<file path="src/rtl/bus_arbiter2_pkg.sv">
// ---------------------------------------------------------------------------
// bus_arbiter2_pkg
//   Shared definitions for the two-master bus arbiter:
//     - FSM state encodings (kept as plain 2-bit constants so they match the
//       values older blocks and debug scripts expect),
//     - priority-mode selectors,
//     - a helper that sizes the beat counter from MAX_HOLD.
// ---------------------------------------------------------------------------
package bus_arbiter2_pkg;

  typedef logic [1:0] arb_state_t;

  localparam arb_state_t ST_IDLE = 2'd0;
  localparam arb_state_t ST_OWN0 = 2'd1;
  localparam arb_state_t ST_OWN1 = 2'd2;

  localparam int PRIO_RR    = 0;
  localparam int PRIO_FIXED = 1;

  // Beat counter must hold the value MAX_HOLD itself; at least one bit so the
  // MAX_HOLD = 0 (forced release disabled) build still has a legal vector.
  function automatic int cnt_width(input int max_hold);
    if (max_hold < 1) begin
      return 1;
    end
    return $clog2(max_hold + 1);
  endfunction

endpackage

</file>
<file path="src/rtl/bus_arbiter2_hold_counter.sv">
// ---------------------------------------------------------------------------
// hold_counter
//   Saturating count of accepted beats for the current bus owner. Used by the
//   arbiter to decide when a long burst must hand the bus to a waiting master.
//
// Ports
//   clk       in   clock, rising edge
//   reset_n   in   asynchronous active-low reset (count -> 0)
//   clr       in   clear the count (new owner / release); wins over inc
//   inc       in   one beat accepted this cycle
//   at_max    out  the count is at MAX_HOLD once this cycle's beat is included;
//                  always 0 when MAX_HOLD = 0
// ---------------------------------------------------------------------------
module hold_counter
  import bus_arbiter2_pkg::*;
#(
  parameter int MAX_HOLD = 16,
  parameter int CNT_W    = cnt_width(MAX_HOLD)
) (
  input  logic clk,
  input  logic reset_n,
  input  logic clr,
  input  logic inc,
  output logic at_max
);

  localparam bit             FORCE_EN = (MAX_HOLD != 0);
  localparam logic [CNT_W-1:0] MAX_C  = CNT_W'(MAX_HOLD);
  // One below the limit; pinned to 0 when the limit is disabled so the
  // constant never wraps.
  localparam logic [CNT_W-1:0] MAX_M1 = CNT_W'(FORCE_EN ? MAX_HOLD - 1 : 0);

  logic [CNT_W-1:0] cnt_q;
  logic [CNT_W-1:0] cnt_d;

  always_comb begin
    cnt_d = cnt_q;
    if (clr) begin
      cnt_d = '0;
    end else if (inc && (cnt_q != MAX_C)) begin
      cnt_d = cnt_q + CNT_W'(1);
    end
  end

  always_ff @(posedge clk or negedge reset_n) begin
    if (!reset_n) begin
      cnt_q <= '0;
    end else begin
      cnt_q <= cnt_d;
    end
  end

  // Look-ahead: the beat being accepted now is the one that reaches the
  // limit, so the arbiter can release on this same edge. A counter already
  // saturated (other master arrived late) also qualifies.
  always_comb begin
    at_max = 1'b0;
    if (FORCE_EN) begin
      at_max = (cnt_q == MAX_C) || (inc && (cnt_q == MAX_M1));
    end
  end

endmodule

</file>
<file path="src/rtl/bus_arbiter2.sv">
// ---------------------------------------------------------------------------
// bus_arbiter2
//   Two-master arbiter for one shared bus: requester 0 is the CPU memory
//   port, requester 1 the VGA framebuffer reader. Grants are held across
//   multi-beat bursts, handed over back-to-back when the other master is
//   waiting, and optionally forced off after MAX_HOLD accepted beats.
//   The sel output steers the external busMux2_1 owned by the parent.
//
// Parameters
//   MAX_HOLD   accepted beats before forced release (0 disables)
//   PRIO_MODE  PRIO_RR: ties go to the master that did not own last
//              PRIO_FIXED: ties go to requester 1
//
// Ports
//   clk        in   clock, rising edge
//   reset_n    in   asynchronous active-low reset
//   req0/req1  in   request; held high until the final beat is accepted
//   last0/1    in   current beat of that requester is its last
//   bus_ready  in   slave accepts the current beat
//   gnt0/gnt1  out  ownership (registered, mutually exclusive)
//   sel        out  mux select, 1 = requester 1 (registered, holds in idle)
//   bus_busy   out  gnt0 | gnt1 (registered)
//
//   state   | meaning
//   --------+----------------------------------
//   ST_IDLE | nobody owns the bus
//   ST_OWN0 | requester 0 owns the bus, sel = 0
//   ST_OWN1 | requester 1 owns the bus, sel = 1
// ---------------------------------------------------------------------------
module bus_arbiter2
  import bus_arbiter2_pkg::*;
#(
  parameter int MAX_HOLD  = 16,
  parameter int PRIO_MODE = PRIO_RR
) (
  input  logic clk,
  input  logic reset_n,
  input  logic req0,
  input  logic last0,
  input  logic req1,
  input  logic last1,
  input  logic bus_ready,
  output logic gnt0,
  output logic gnt1,
  output logic sel,
  output logic bus_busy
);

  arb_state_t state_q;
  arb_state_t state_d;
  logic       last_owner_q;
  logic       last_owner_d;
  logic       gnt0_q;
  logic       gnt0_d;
  logic       gnt1_q;
  logic       gnt1_d;
  logic       sel_q;
  logic       sel_d;
  logic       bus_busy_q;
  logic       bus_busy_d;

  logic acc0;
  logic acc1;
  logic rel0;
  logic rel1;
  logic cnt_clr;
  logic at_max;

  assign acc0 = gnt0_q & req0 & bus_ready;
  assign acc1 = gnt1_q & req1 & bus_ready;

  // Release: final beat accepted, hold limit hit while the other master
  // waits, or the owner dropped its request (abort).
  assign rel0 = (acc0 & (last0 | (at_max & req1))) | ~req0;
  assign rel1 = (acc1 & (last1 | (at_max & req0))) | ~req1;

  always_comb begin
    state_d      = state_q;
    last_owner_d = last_owner_q;

    case (state_q)
      ST_IDLE: begin
        if (req0 && req1) begin
          if (PRIO_MODE == PRIO_FIXED) begin
            state_d = ST_OWN1;
          end else begin
            state_d = last_owner_q ? ST_OWN0 : ST_OWN1;
          end
        end else if (req0) begin
          state_d = ST_OWN0;
        end else if (req1) begin
          state_d = ST_OWN1;
        end
      end
      ST_OWN0: begin
        if (rel0) begin
          state_d = req1 ? ST_OWN1 : ST_IDLE;
        end
      end
      ST_OWN1: begin
        if (rel1) begin
          state_d = req0 ? ST_OWN0 : ST_IDLE;
        end
      end
      default: begin
        state_d = ST_IDLE;
      end
    endcase

    if ((state_d == ST_OWN0) && (state_q != ST_OWN0)) begin
      last_owner_d = 1'b0;
    end else if ((state_d == ST_OWN1) && (state_q != ST_OWN1)) begin
      last_owner_d = 1'b1;
    end
  end

  // Any change of owner (grant, handover, release) restarts the beat count.
  assign cnt_clr = (state_d != state_q);

  hold_counter #(
    .MAX_HOLD (MAX_HOLD)
  ) u_hold_counter (
    .clk     (clk),
    .reset_n (reset_n),
    .clr     (cnt_clr),
    .inc     (acc0 | acc1),
    .at_max  (at_max)
  );

  // Outputs are registered from the next state so they change on the same
  // edge as the state; sel keeps its value through idle to avoid mux toggles.
  always_comb begin
    gnt0_d     = (state_d == ST_OWN0);
    gnt1_d     = (state_d == ST_OWN1);
    bus_busy_d = gnt0_d | gnt1_d;
    sel_d      = sel_q;
    if (gnt1_d) begin
      sel_d = 1'b1;
    end else if (gnt0_d) begin
      sel_d = 1'b0;
    end
  end

  always_ff @(posedge clk or negedge reset_n) begin
    if (!reset_n) begin
      state_q      <= ST_IDLE;
      last_owner_q <= 1'b1;
      gnt0_q       <= 1'b0;
      gnt1_q       <= 1'b0;
      sel_q        <= 1'b0;
      bus_busy_q   <= 1'b0;
    end else begin
      state_q      <= state_d;
      last_owner_q <= last_owner_d;
      gnt0_q       <= gnt0_d;
      gnt1_q       <= gnt1_d;
      sel_q        <= sel_d;
      bus_busy_q   <= bus_busy_d;
    end
  end

  assign gnt0     = gnt0_q;
  assign gnt1     = gnt1_q;
  assign sel      = sel_q;
  assign bus_busy = bus_busy_q;

endmodule

</file>
<file path="config.mk">
export PLATFORM = sky130hd
export DESIGN_NAME = bus_arbiter2
export DESIGN_NICKNAME = d
export VERILOG_FILES = /design/src/rtl/bus_arbiter2_pkg.sv /design/src/rtl/bus_arbiter2_hold_counter.sv /design/src/rtl/bus_arbiter2.sv
export SDC_FILE = /design/constraint.sdc
export NUM_CORES = 1
export LEC_CHECK = 0
export BUFFER_PORTS_ARGS = -buffer_cell sky130_fd_sc_hd__clkbuf_2
export CAP_MARGIN = 20
export CORE_ASPECT_RATIO = 0.75
export CORE_MARGIN = 2
export CORE_UTILIZATION = 45
export DETAILED_ROUTE_END_ITERATION = 8
export GPL_ROUTABILITY_DRIVEN = 0
export PLACE_DENSITY_LB_ADDON = 0.05
export SKIP_CTS_REPAIR_TIMING = 1
export SYNTH_ARGS = -nofsm -noshare
export SYNTH_HDL_FRONTEND = slang
export SYNTH_SLANG_ARGS = --single-unit
</file>
<file path="constraint.sdc">
create_clock -name clk -period 6.2 [get_ports clk]
set_input_delay 1.24 -clock clk [delete_from_list [all_inputs] [get_ports clk]]
set_output_delay 1.24 -clock clk [all_outputs]
set_load 0.01 [all_outputs]
</file>
### After elaboration in Yosys (flattened, before gate mapping)

Index checks and enable logic that the tools add are counted.

| word-level totals | value |
|---|---|
| output and inout bits | 4 |
| register bits | 12 |

| cells by class | value |
|---|---|
| multiplexer cells | 15 |
| add/sub/neg operators | 1 |
| bitwise gates (word level) | 16 |
| reduce and logical (&&, ||, !) cells | 10 |
| equality and inequality tests | 10 |

Operator list:

| operator | number |
|---|---|
| $mux W2 | 7 |
| $mux W5 | 2 |
| $and A1 B1 Y1 | 8 |
| $or A1 B1 Y1 | 6 |
| $pmux W2 S3 | 1 |
| $reduce_bool A2 Y1 | 3 |
| $add A5 B1 Y5 const B | 1 |
| $eq A5 B4 Y1 const B | 1 |
| $eq A5 B5 Y1 const B | 1 |
| $logic_and A1 B1 Y1 | 5 |
| $mux W1 | 5 |
| $ne A5 B5 Y1 const B | 1 |
| $eq A2 B1 Y1 const B | 2 |
| $eq A2 B2 Y1 const B | 2 |
| $logic_not A2 Y1 | 1 |
| $ne A2 B1 Y1 const B | 1 |
| $ne A2 B2 Y1 | 1 |
| $ne A2 B2 Y1 const B | 1 |
| $not A1 Y1 | 2 |
| $logic_or A1 B1 Y1 | 1 |

### Logic depth before layout (Yosys ltp)

Gate-level depths: netlist of the first run.

| logic depth | value |
|---|---|
| word-level depth | 15 |
| gate-level depth with buffers | 9 |
| depth with buffers taken out | 9 |

### Cells and area by module

Synthesis of the first run repeated with hierarchy kept, for this count alone.

| unflattened totals | value |
|---|---|
| cell total of the unflattened synthesis | 71 |
| area, all modules | 711.9 um^2 |

By module, submodules not included:

| module | sequential area each (um^2) | cells an instance | times used | area an instance (um^2) |
|---|---|---|---|---|
| bus_arbiter2 | 176.4 | 41 | 1 | 396.6 |
| hold_counter | 125.1 | 30 | 1 | 315.3 |

### Least setup slack after synthesis of the first run

No wires, ideal clock.

| path | value |
|---|---|
| path kind | input port to flip-flop |
| start point | in req1 |
| end point | reg sel_q, in the netlist sel |
| path slack | 3.208 ns |
| stages | 7 |
| path buffers | 1 |
| arrival time | 2.868 ns |
| cells stage by stage | buf_2 -> a22o_4 -> a311o_1 -> a21oi_1 -> o21ai_0 -> ha_1 -> mux2_2 |

| on the way | value |
|---|---|
| cells in the longest elaborated chain, start to end | 13 |

Ends and longest elaborated chain:

| item | RTL line | RTL |
|---|---|---|
| start: declaration | bus_arbiter2.sv:40 | `input logic req1,` |
| $and A1 B1 Y1 (2 in series) | bus_arbiter2.sv:70 | `assign acc1 = gnt1_q & req1 & bus_ready;` |
| $or A1 B1 Y1 | bus_arbiter2.sv:126 | `.inc (acc0 \| acc1),` |
| $logic_and A1 B1 Y1 | bus_arbiter2_hold_counter.sv:59 | `at_max = (cnt_q == MAX_C) \|\| (inc && (cnt_q == MAX_M1));` |
| $logic_or A1 B1 Y1 | bus_arbiter2_hold_counter.sv:59 |  |
| $and A1 B1 Y1, on equally long branches | bus_arbiter2.sv:75, bus_arbiter2.sv:74 |  |
| $or A1 B1 Y1, on equally long branches | bus_arbiter2.sv:75, bus_arbiter2.sv:74 |  |
| $and A1 B1 Y1, on equally long branches | bus_arbiter2.sv:75, bus_arbiter2.sv:74 |  |
| $or A1 B1 Y1, on equally long branches | bus_arbiter2.sv:75, bus_arbiter2.sv:74 |  |
| $mux W2, on equally long branches | bus_arbiter2.sv:101, bus_arbiter2.sv:96 |  |
| $pmux W2 S3 (*) | bus_arbiter2.sv:81 | `case (state_q)` |
| via state_d[1] | bus_arbiter2.sv:50 | `arb_state_t state_d;` |
| $eq A2 B2 Y1 or $eq A2 B1 Y1 (tied branches) | bus_arbiter2.sv:134, bus_arbiter2.sv:133 |  |
| $mux W1 or $reduce_bool A2 Y1 (tied branches) | -- |  |
| end signal: assignment | bus_arbiter2.sv:157 | `sel_q <= sel_d;` |
| end: declaration | bus_arbiter2.sv:57 | `logic sel_q;` |

The timed path passes the listed nets; every way through them passes the cells marked *.
A chain may end at the register's enable or synchronous reset.

### Worst setup path after layout of the first run

| path | value |
|---|---|
| start point | in req0 |
| end point | reg sel_q, in the netlist sel |

| on the way | value |
|---|---|
| cells in the longest elaborated chain, start to end | 13 |

Ends and longest elaborated chain:

| item | RTL line | RTL |
|---|---|---|
| start: declaration | bus_arbiter2.sv:38 | `input logic req0,` |
| $and A1 B1 Y1 (2 in series) | bus_arbiter2.sv:69 | `assign acc0 = gnt0_q & req0 & bus_ready;` |
| $or A1 B1 Y1 | bus_arbiter2.sv:126 |  |
| $logic_and A1 B1 Y1 | bus_arbiter2_hold_counter.sv:59 |  |
| $logic_or A1 B1 Y1 | bus_arbiter2_hold_counter.sv:59 |  |
| $and A1 B1 Y1, on equally long branches | bus_arbiter2.sv:75, bus_arbiter2.sv:74 |  |
| $or A1 B1 Y1, on equally long branches | bus_arbiter2.sv:75, bus_arbiter2.sv:74 |  |
| $and A1 B1 Y1, on equally long branches | bus_arbiter2.sv:75, bus_arbiter2.sv:74 |  |
| $or A1 B1 Y1, on equally long branches | bus_arbiter2.sv:75, bus_arbiter2.sv:74 |  |
| $mux W2, on equally long branches | bus_arbiter2.sv:101, bus_arbiter2.sv:96 |  |
| $pmux W2 S3 (*) | bus_arbiter2.sv:81 |  |
| via state_d[1] | bus_arbiter2.sv:50 |  |
| $eq A2 B2 Y1 or $eq A2 B1 Y1 (tied branches) | bus_arbiter2.sv:134, bus_arbiter2.sv:133 |  |
| $mux W1 or $reduce_bool A2 Y1 (tied branches) | -- |  |

Marked as above.

==> results of run 1 <==
==> final timing paths <==
check                                         from      endpoint  slack [ns]  cells past startpoint
hold reg to reg                                sel           sel        0.52                      1
hold / removal                                 sel           sel        0.52                      1
max in group asynchronous                  reset_n  last_owner_q        5.09                      1
setup reg to reg           u_hold_counter.cnt_q[1]           sel        3.72                      8
min in group asynchronous                  reset_n      bus_busy        0.84                      1
setup / recovery                              req0           sel        3.25                      7
==> kinds of logic (layout without fill, tap and decap cells) <==
kind of cell	after synthesis	count (layout)	synth area share [%]
buf+inv	9	20	5.34
xor+xnor	3	3	3.30
mux	2	2	2.67
flops	12	12	37.8
simple gates	26	26	20.9
compound gates	21	21	22.1
fa+ha+maj	5	5	7.85
==> cell type report <==
cell class                      instances  share of cell area [%]
Tap cell                               22                    3.09
Timing Repair Buffer                   10                    5.62
Inverter                                6                    2.53
Sequential cell                        12                    33.8
Multi-Input combinational cell         57                    50.8
Clock buffer                            4                    4.07
==> routing by layer <==
metal  share of wire (%)  vias to the layer above  track usage (%)
li1                    -                      323                -
met1                  53                      287             24.1
met2                  42                       14             25.6
met3                 3.8                        2             2.24
met4                0.38                        0             5.77
met5                   0                        -                0
==> placed cells by master, fill, tap and decap left out, types with 2 or more instances in the layout <==
master,netlist,layout
dfrtp_1,11,11
clkbuf_2,0,10
inv_1,6,6
nor4_1,5,5
ha_1,5,5
nand2_1,4,4
a21oi_1,4,4
nand3_1,3,3
a31oi_1,3,3
clkbuf_4,0,3
and3_1,2,2
nand4_1,2,2
a311oi_2,2,2
a221oi_1,2,2
xor2_1,2,2
==> per-stage QoR <==
stage | instances | area [sq um]
floorplan | 78 | 797
global placement | 107 | 855
detailed placement | 107 | 855
CTS | 111 | 891
global route | 111 | 891
finish | 111 | 891
==> Yosys cell counts <==
library cell / count / share of area, %
a21o_1: 1 / 0.94
a21o_2: 1 / 1.1
a21oi_1: 4 / 2.5
a221o_1: 1 / 1.3
a221oi_1: 2 / 2.2
a22o_4: 1 / 2.2
a311o_1: 1 / 1.3
a311oi_2: 2 / 3.8
a31o_2: 1 / 1.1
a31oi_1: 3 / 2.4
and3_1: 2 / 1.6
and4_1: 1 / 1.1
and4bb_2: 1 / 1.6
buf_2: 1 / 0.63
buf_6: 1 / 1.4
clkbuf_1: 1 / 0.47
dfrtp_1: 11 / 35
dfstp_2: 1 / 3.3
ha_1: 5 / 7.8
inv_1: 6 / 2.8
mux2_2: 1 / 1.4
mux2i_1: 1 / 1.3
nand2_1: 4 / 1.9
nand2b_1: 1 / 0.79
nand3_1: 3 / 1.9
nand3b_1: 1 / 0.94
nand4_1: 2 / 1.6
nand4bb_1: 1 / 1.4
nor2_1: 1 / 0.47
nor2b_1: 1 / 0.79
nor3b_1: 1 / 0.94
nor4_1: 5 / 3.9
o211ai_1: 1 / 0.94
o21a_1: 1 / 0.94
o21ai_0: 1 / 0.63
o21bai_1: 1 / 0.94
or2b_1: 1 / 0.94
or3b_1: 1 / 1.1
xnor2_1: 1 / 1.1
xor2_1: 2 / 2.2
==> registers in the layout, indices dropped and copies added (netlist names) <==
| signal | count |
|---|---|
| last_owner_q | 1 |
| gnt1 | 1 |
| bus_busy | 1 |
| u_hold_counter.cnt_q | 5 |
| gnt0 | 1 |
| state_q | 2 |
| sel | 1 |
==> where the power goes <==
group	total (uW)	internal, uW	switching, uW
Clock	60.2	35.6	24.5
Combinational	150	67.4	82.9
Sequential	127	104	23.0
==> impl_metrics.env, run 1 <==
export IMPL_coreArea_sq_um=1690
export IMPL_outcome="finished clean"
export IMPL_worstSkewPairLatency_ns=0.27
export IMPL_cts_made_buffers=3
export IMPL_cp_start_kind="input pin"
export IMPL_critical_path_top_delay_family="compound AO/OA/AOI/OAI gates"
export IMPL_setup_violations_final=0
export IMPL_crit_arrival_ns=3.11
export IMPL_fp_dieH_microns=40.4
export IMPL_p_leak_uw=0.000404
export IMPL_setup_ws_ns=3.25
export IMPL_cp_num_buf_inv=1
export IMPL_finClkSkew_ns=0.00376
export IMPL_routedWlPerCell_microns=14.3
export IMPL_synth_cells=78
export IMPL_routed_wl_mm=1.59
export IMPL_cts_tree="done"
export IMPL_vias=626
export IMPL_hp_class="reg -> reg"
export IMPL_cts_sinks=12
export IMPL_fin_util_pct=52.7
export IMPL_root_buffer="clkbuf_4"
export IMPL_clockBufferDepth=2
export IMPL_required_ns=6.36
export IMPL_grtUsageTotal_pct=16.6
export IMPL_powerDensity_nw_per_um2=379
export IMPL_antenna_found_initial=0
export IMPL_final_setup_tns_ns=0
export IMPL_pre_cts_ws_ns=2.99
export IMPL_antenna_cells=0
export IMPL_synth_seq_area_share_pct=37.8
export IMPL_ir_drop_v=0.000211
export IMPL_die_width_microns=52.6
export IMPL_regArea_sq_um=302
export IMPL_worst_path_max_fanout=10
export IMPL_fin_nets=102
export IMPL_fmax_mhz=339
export IMPL_drv_slew=0
export IMPL_timing_final_crit_share_pct=47.6
export IMPL_cpMaxStageDelayCell="a311o_1"
export IMPL_rows=13
export IMPL_whs_ns=0.516
export IMPL_fin_total_pwr_uw=337
export IMPL_critPathCaptureType="flop"
export IMPL_multi_input_area_sq_um=453
export IMPL_postRouteAntennaNets=0
export IMPL_syn_area_per_cell_sq_um=10.2
export IMPL_io_buffers=10
export IMPL_drt_pass1_iter_count=4
export IMPL_start_util_pct=47.1
export IMPL_relSlewSlack_pct=59.5
export IMPL_fin_crit_ns=2.95
export IMPL_path_cells="clkbuf_2, a22o_4, a311o_1, a21oi_1, o21ai_0, ha_1, mux2_2"
export IMPL_synth_area_sq_um=797
export IMPL_cap_viol_max_count=0
export IMPL_drc=0
export IMPL_syn_nets=90
export IMPL_ys_types=40
export IMPL_n_fill_cell=160
export IMPL_hold_violations=0
export IMPL_drt_iter0_markers=10
export IMPL_crit_type="in -> reg"
export IMPL_slowest_delay_ns=0.36
export IMPL_grt_pass1_wl_mm=2.52
export IMPL_ys_warn_count=0
export IMPL_ioPinCount=11
export IMPL_vias_per_cell=5.64
export IMPL_grt_overflow=0
export IMPL_grt_pass1_vias=579
export IMPL_synth_seq_cells=12
export IMPL_worst_pin_slew_ns=0.607
export IMPL_htree_levels=1
export IMPL_path_clk_slew_ns=0.07
export IMPL_drive_gt1_share_pct=24.7
export IMPL_rsz0062_at_grt="false"
export IMPL_area_growth_pct=11.8
export IMPL_grt_max_degree=13
export IMPL_die_area_sq_um=2130
No activity file was read; power rests on OpenSTA's default activity.
==> run 2, diff against run 1 <==
--- a/config.mk
+++ b/config.mk
@@ -5,9 +5,9 @@
 export SDC_FILE = /design/constraint.sdc
 export NUM_CORES = 1
 export LEC_CHECK = 0
+export ABC_AREA = 1
 export BUFFER_PORTS_ARGS = -buffer_cell sky130_fd_sc_hd__clkbuf_2
 export CAP_MARGIN = 20
-export CORE_ASPECT_RATIO = 0.75
 export CORE_MARGIN = 2
 export CORE_UTILIZATION = 45
 export DETAILED_ROUTE_END_ITERATION = 8
==> constraint.sdc (replaced) <==
create_clock -name clk -period 2.4 [get_ports clk]
set_input_delay 0.48 -clock clk [delete_from_list [all_inputs] [get_ports clk]]
set_output_delay 0.48 -clock clk [all_outputs]
set_load 0.01 [all_outputs]
==> run 2 against run 1 <==
  * Via count increased by 1.4%
  * Sequential cell count did not move
  * Sequential power rose to 2.5 times the previous value
  * Combinational power grew to 2.6 times the previous value
  * Final area shrank 2.4%
  * Worst setup slack got worse by 3.0 ns
  * Critical path type is now reg -> reg
  * Non-clock buffer count grew 1
  * Utilization increased by 4.4 points
  * Highest routed layer unchanged
  * Global-route usage is 1.3 points higher
  * First-iteration DRC count decreased by 30%
==> impl_metrics.env, run 2 <==
export IMPL_timing_rr_end="sel"
export IMPL_htree_levels=1
export IMPL_drc=0
export IMPL_stdcell_area_sq_um=870
export IMPL_yosys_area_top_type_share_pct=36.9
export IMPL_top_regs="u_hold_counter.cnt_q: 5 flops, state_q: 2 flops"
export IMPL_cts_tree="done"
export IMPL_required_ns=2.57
export IMPL_final_setup_tns_ns=0
export IMPL_powerDensity_nw_per_um2=961
export IMPL_fin_crit_ns=2.17
export IMPL_relSlewSlack_pct=80.2
export IMPL_largest_register="u_hold_counter.cnt_q"
export IMPL_multi_input_area_sq_um=382
export IMPL_grtUsageTotal_pct=18.0
export IMPL_yosysTopAreaCell="dfrtp_1"
export IMPL_grt_overflow=0
export IMPL_rr_worst_depth=18
export IMPL_synth_seq_area_share_pct=40.4
export IMPL_rr_startpoint="u_hold_counter.cnt_q[0]"
export IMPL_yosys_most_used_dff="dfrtp_1"
export IMPL_crit_arrival_ns=2.35
export IMPL_synth_top_family_by_area="simple AND/OR/NAND/NOR gates"
export IMPL_clockBufferDepth=2
export IMPL_setup_violations_final=0
export IMPL_vias=635
export IMPL_synth_most_common_cell="nand2_1"
export IMPL_routedWlPerCell_microns=10.9
export IMPL_timing_final_crit_share_pct=90.5
export IMPL_regArea_sq_um=302
export IMPL_rows=14
export IMPL_hp_class="in -> async"
export IMPL_synth_common_cells="26 x nand2_1, 22 x inv_1, 15 x nor2_1"
export IMPL_synth_cells=101
export IMPL_worstSkewPairLatency_ns=0.27
export IMPL_synth_seq_cells=12
export IMPL_critPathCaptureType="flop"
export IMPL_cp_start_kind="flop"
export IMPL_coreArea_sq_um=1520
export IMPL_cts_made_buffers=3
export IMPL_routed_wl_mm=1.44
export IMPL_grt_pass1_vias=581
export IMPL_outcome="finished clean"
export IMPL_synth_xor_area_share_pct=3.52
export IMPL_synth_area_sq_um=746
export IMPL_fmax_mhz=460
export IMPL_cts_sinks=12
export IMPL_synth_fa_ha_area_share_pct=8.39
export IMPL_fin_nets=129
export IMPL_fp_dieH_microns=44.7
export IMPL_synth_edff_count=0
export IMPL_postRouteAntennaNets=0
export IMPL_ys_warn_count=0
export IMPL_crit_type="reg -> reg"
export IMPL_largest_register_ffs=5
export IMPL_n_fill_cell=150
export IMPL_synth_simple_area_share_pct=29.2
export IMPL_die_area_sq_um=2000
export IMPL_antenna_cells=0
export IMPL_synthArstFlopShare_pct=100
export IMPL_path_clk_slew_ns=0.07
export IMPL_drv_slew=0
export IMPL_ioPinCount=11
export IMPL_worst_pin_slew_ns=0.296
export IMPL_cap_viol_max_count=0
export IMPL_final_cell_mix="25 x nand2_1, 21 x inv_1, 14 x nor2_1, 11 x dfrtp_1, 10 x clkbuf_2"
export IMPL_rsz0062_at_grt="false"
export IMPL_ff2ff_setup_slack_ns=0.23
export IMPL_ys_top_cells_by_area="dfrtp_1 37%, nand2_1 13%, inv_1 11%"
export IMPL_syn_nets=113
export IMPL_start_util_pct=48.9
export IMPL_ir_drop_v=0.000607
export IMPL_vias_per_cell=4.81
export IMPL_die_width_microns=44.7
export IMPL_grt_pass1_wl_mm=2.48
export IMPL_worst_path_max_fanout=4
export IMPL_synth_compound_area_share_pct=7.38
export IMPL_hold_violations=0
export IMPL_area_growth_pct=16.6
export IMPL_p_leak_uw=0.000489
export IMPL_placed_area_sq_um=816
export IMPL_drive_gt1_share_pct=23.3
export IMPL_antenna_found_initial=0
export IMPL_dp_hpwl_mm=1.14
export IMPL_grt_max_degree=13
export IMPL_drt_iter0_markers=7
export IMPL_syn_area_per_cell_sq_um=7.38
export IMPL_final_common_cell="nand2_1"
export IMPL_muxShareOfSynthArea_pct=0
export IMPL_drt_pass1_iter_count=4
export IMPL_io_buffers=10
export IMPL_root_buffer="clkbuf_4"
export IMPL_finClkSkew_ns=0.00221
export IMPL_ys_types=16
==> run 2: routing by layer <==
layer,up-vias,wire length (microns),GRT usage (%)
met5,-,0,0
met3,5,39,4.80
met1,280,625,21.0
li1,336,-,-
met4,0,44,11.5
met2,14,731,29.0
==> run 2: through the flow <==
stage               setup WS (ns)  utilization, %  std cells  total power (uW)  hold slack [ns]
floorplan                   0.436               -        101               568            0.184
global placement            0.266            53.5        127               658            0.372
detailed placement          0.201            53.5        127               670            0.374
CTS                         0.176            55.3        131               804           0.0785
global route              0.00631            57.1        132               928           0.0734
finish                      0.228            57.1        132               836           0.0734
==> run 2: critical path, cell delays in order (launching register included) <==
cell and delay [ns]:
dfrtp_1 0.42, ha_2 0.19, nand2_1 0.07, nor2_2 0.04
ha_1 0.16, nand2_1 0.06, nand2_1 0.07, nand2_1 0.06
nand2_1 0.04, nand2_1 0.05, nand2_1 0.08, nor2_1 0.10
nand2_1 0.08, nand3b_1 0.14, inv_1 0.09, ha_4 0.26
inv_1 0.04, nand2_1 0.05, nand2_1 0.04
==> run 2: kinds of logic after synthesis <==
family,after synthesis
flops,12
buf+inv,22
compound gates,8
simple gates,51
fa+ha+maj,5
xor+xnor,3
==> run 2: layout make-up <==
cell class                 count  area share, %
inverter                      22           9.50
clock buffer                   4           3.02
sequential                    12           34.7
timing repair buffer          11           6.62
tap                           16           2.30
multi-input combinational     67           43.9
==> run 2: report_power, final <==
part / internal (uW) / switching, uW / total, uW
clock network: 64.5 / 65.8 / 130
logic: 156 / 227 / 383
registers: 270 / 52.4 / 322
==> run 2: worst max-delay path by stage <==
stage | depth (start not counted) | start | slack (ns) | end
2_1_floorplan | 18 | u_hold_counter.cnt_q[0] | 0.44 | sel
3_3_place_gp | 18 | u_hold_counter.cnt_q[0] | 0.27 | sel
3_5_place_dp | 18 | u_hold_counter.cnt_q[0] | 0.20 | sel
4_1_cts | 18 | u_hold_counter.cnt_q[0] | 0.18 | sel
5_1_grt | 19 | u_hold_counter.cnt_q[0] | 0.006 | sel
6_report | 18 | u_hold_counter.cnt_q[0] | 0.23 | sel
==> run 3, diff against run 2 <==
--- a/config.mk
+++ b/config.mk
@@ -6,14 +6,15 @@
 export NUM_CORES = 1
 export LEC_CHECK = 0
 export ABC_AREA = 1
-export BUFFER_PORTS_ARGS = -buffer_cell sky130_fd_sc_hd__clkbuf_2
 export CAP_MARGIN = 20
 export CORE_MARGIN = 2
 export CORE_UTILIZATION = 45
 export DETAILED_ROUTE_END_ITERATION = 8
+export DONT_BUFFER_PORTS = 1
 export GPL_ROUTABILITY_DRIVEN = 0
 export PLACE_DENSITY_LB_ADDON = 0.05
 export SKIP_CTS_REPAIR_TIMING = 1
+export SLEW_MARGIN = 20
 export SYNTH_ARGS = -nofsm -noshare
 export SYNTH_HDL_FRONTEND = slang
 export SYNTH_SLANG_ARGS = --single-unit
==> run 3 against run 2 <==
  * Register-to-register slack improved by 0.05 ns
  * Critical path depth increased by 1
  * Critical path type unchanged
  * Critical endpoint unchanged
  * Clock power increased by 19%
  * Sequential share of layout area increased by 1.8 points
  * First-iteration DRC count decreased by 14%
  * Non-clock buffer count decreased by 8
==> impl_metrics.env, run 3 (synthesis results as in run 2) <==
export IMPL_io_buffers=0
export IMPL_crit_type="reg -> reg"
export IMPL_largest_register="u_hold_counter.cnt_q"
export IMPL_antenna_cells=0
export IMPL_grt_pass1_vias=586
export IMPL_final_setup_tns_ns=0
export IMPL_hold_violations=0
export IMPL_grt_overflow=0
export IMPL_grt_max_degree=13
export IMPL_area_growth_pct=10.9
export IMPL_vias_per_cell=4.78
export IMPL_start_util_pct=48.9
export IMPL_worst_pin_slew_ns=0.470
export IMPL_drv_slew=0
export IMPL_largest_register_ffs=5
export IMPL_clockBufferDepth=2
export IMPL_path_clk_slew_ns=0.07
export IMPL_relSlewSlack_pct=68.6
export IMPL_fin_crit_ns=2.12
export IMPL_cap_viol_max_count=0
export IMPL_cp_start_kind="flop"
export IMPL_routedWlPerCell_microns=10.9
export IMPL_worst_path_max_fanout=3
export IMPL_crit_arrival_ns=2.28
export IMPL_fp_dieH_microns=44.7
export IMPL_powerDensity_nw_per_um2=967
export IMPL_cts_sinks=12
export IMPL_fin_nets=121
export IMPL_postRouteAntennaNets=0
export IMPL_top_regs="u_hold_counter.cnt_q: 5 flops, state_q: 2 flops"
export IMPL_critPathCaptureType="flop"
export IMPL_drt_pass1_iter_count=4
export IMPL_grt_pass1_wl_mm=2.38
export IMPL_placed_area_sq_um=766
export IMPL_cts_tree="done"
export IMPL_grtUsageTotal_pct=16.8
export IMPL_outcome="finished clean"
export IMPL_rsz0062_at_grt="false"
export IMPL_drt_iter0_markers=6
export IMPL_drive_gt1_share_pct=13.0
export IMPL_setup_violations_final=0
export IMPL_final_cell_mix="26 x nand2_1, 22 x inv_1, 15 x nor2_1, 11 x dfrtp_1, 5 x ha_1"
export IMPL_fmax_mhz=472
export IMPL_required_ns=2.56
export IMPL_htree_levels=1
export IMPL_die_area_sq_um=2000
export IMPL_finClkSkew_ns=0.00439
export IMPL_rows=14
export IMPL_rr_worst_depth=19
export IMPL_ir_drop_v=0.000645
export IMPL_antenna_found_initial=0
export IMPL_root_buffer="clkbuf_4"
export IMPL_drc=0
export IMPL_ioPinCount=11
export IMPL_dp_hpwl_mm=1.09
export IMPL_cts_made_buffers=3
export IMPL_coreArea_sq_um=1520
export IMPL_vias=593
export IMPL_die_width_microns=44.7
export IMPL_p_leak_uw=0.000467
export IMPL_final_common_cell="nand2_1"
export IMPL_timing_final_crit_share_pct=88.3
export IMPL_stdcell_area_sq_um=827
export IMPL_worstSkewPairLatency_ns=0.27
export IMPL_routed_wl_mm=1.36
export IMPL_hp_class="in -> async"
==> run 3: power by group <==
part / switching, uW / internal (uW) / total (uW) / leakage (uW)
combinational: 191 / 118 / 310 / 0.000290
clock: 62.7 / 92.2 / 155 / 0.0000210
sequential: 65.1 / 270 / 335 / 0.000157
==> run 3: cell type report <==
cell class / count / area, sq um
Multi-Input combinational cell: 67 / 362
Clock buffer: 4 / 36.3
Tap cell: 16 / 20.0
Inverter: 22 / 82.6
Fill cell: 154 / 697
Timing Repair Buffer: 3 / 25.0
Sequential cell: 12 / 302
==> run 3: routing by layer <==
metal,track usage (%),routed length [microns]
met4,7.88,19
met3,7.20,59
met1,18.7,587
met5,0,0
met2,27.5,691
==> run 3: worst max-delay path: stages (launching register included) <==
cell     delay (ns)
dfrtp_1        0.37
ha_1           0.18
nand2_1        0.05
nor2_1         0.11
ha_1           0.16
nand2_1        0.05
nand2_1        0.08
nand2_1        0.05
nand2_1        0.05
nand2_1        0.05
nand2_1        0.09
inv_1          0.05
nand2_1        0.07
nand2_1        0.07
nor2_2         0.10
inv_1          0.06
ha_1           0.29
inv_1          0.05
nand2_1        0.05
nand2_1        0.04
==> run 3: through the flow <==
step	worst slack, ns	utilization, %	total power, uW	hold slack [ns]	std cells
2_1_floorplan	0.436	-	568	0.184	101
3_3_place_gp	0.292	50.2	624	0.185	117
3_5_place_dp	0.232	50.2	639	0.185	117
4_1_cts	0.221	52.6	798	-0.113	121
5_1_grt	0.00349	54.3	877	0.0333	124
6_report	0.281	54.3	800	0.0500	124
==> run 3: worst paths after layout <==
check                                        start      endpoint  slack, ns
min reg2reg                           last_owner_q  last_owner_q       0.55
max                        u_hold_counter.cnt_q[0]           sel       0.28
min                                        reset_n  last_owner_q       0.05
max reg2reg                u_hold_counter.cnt_q[0]           sel       0.28
max in group asynchronous                  reset_n    state_q[0]       1.48
min in group clk                              req1    state_q[0]       0.55
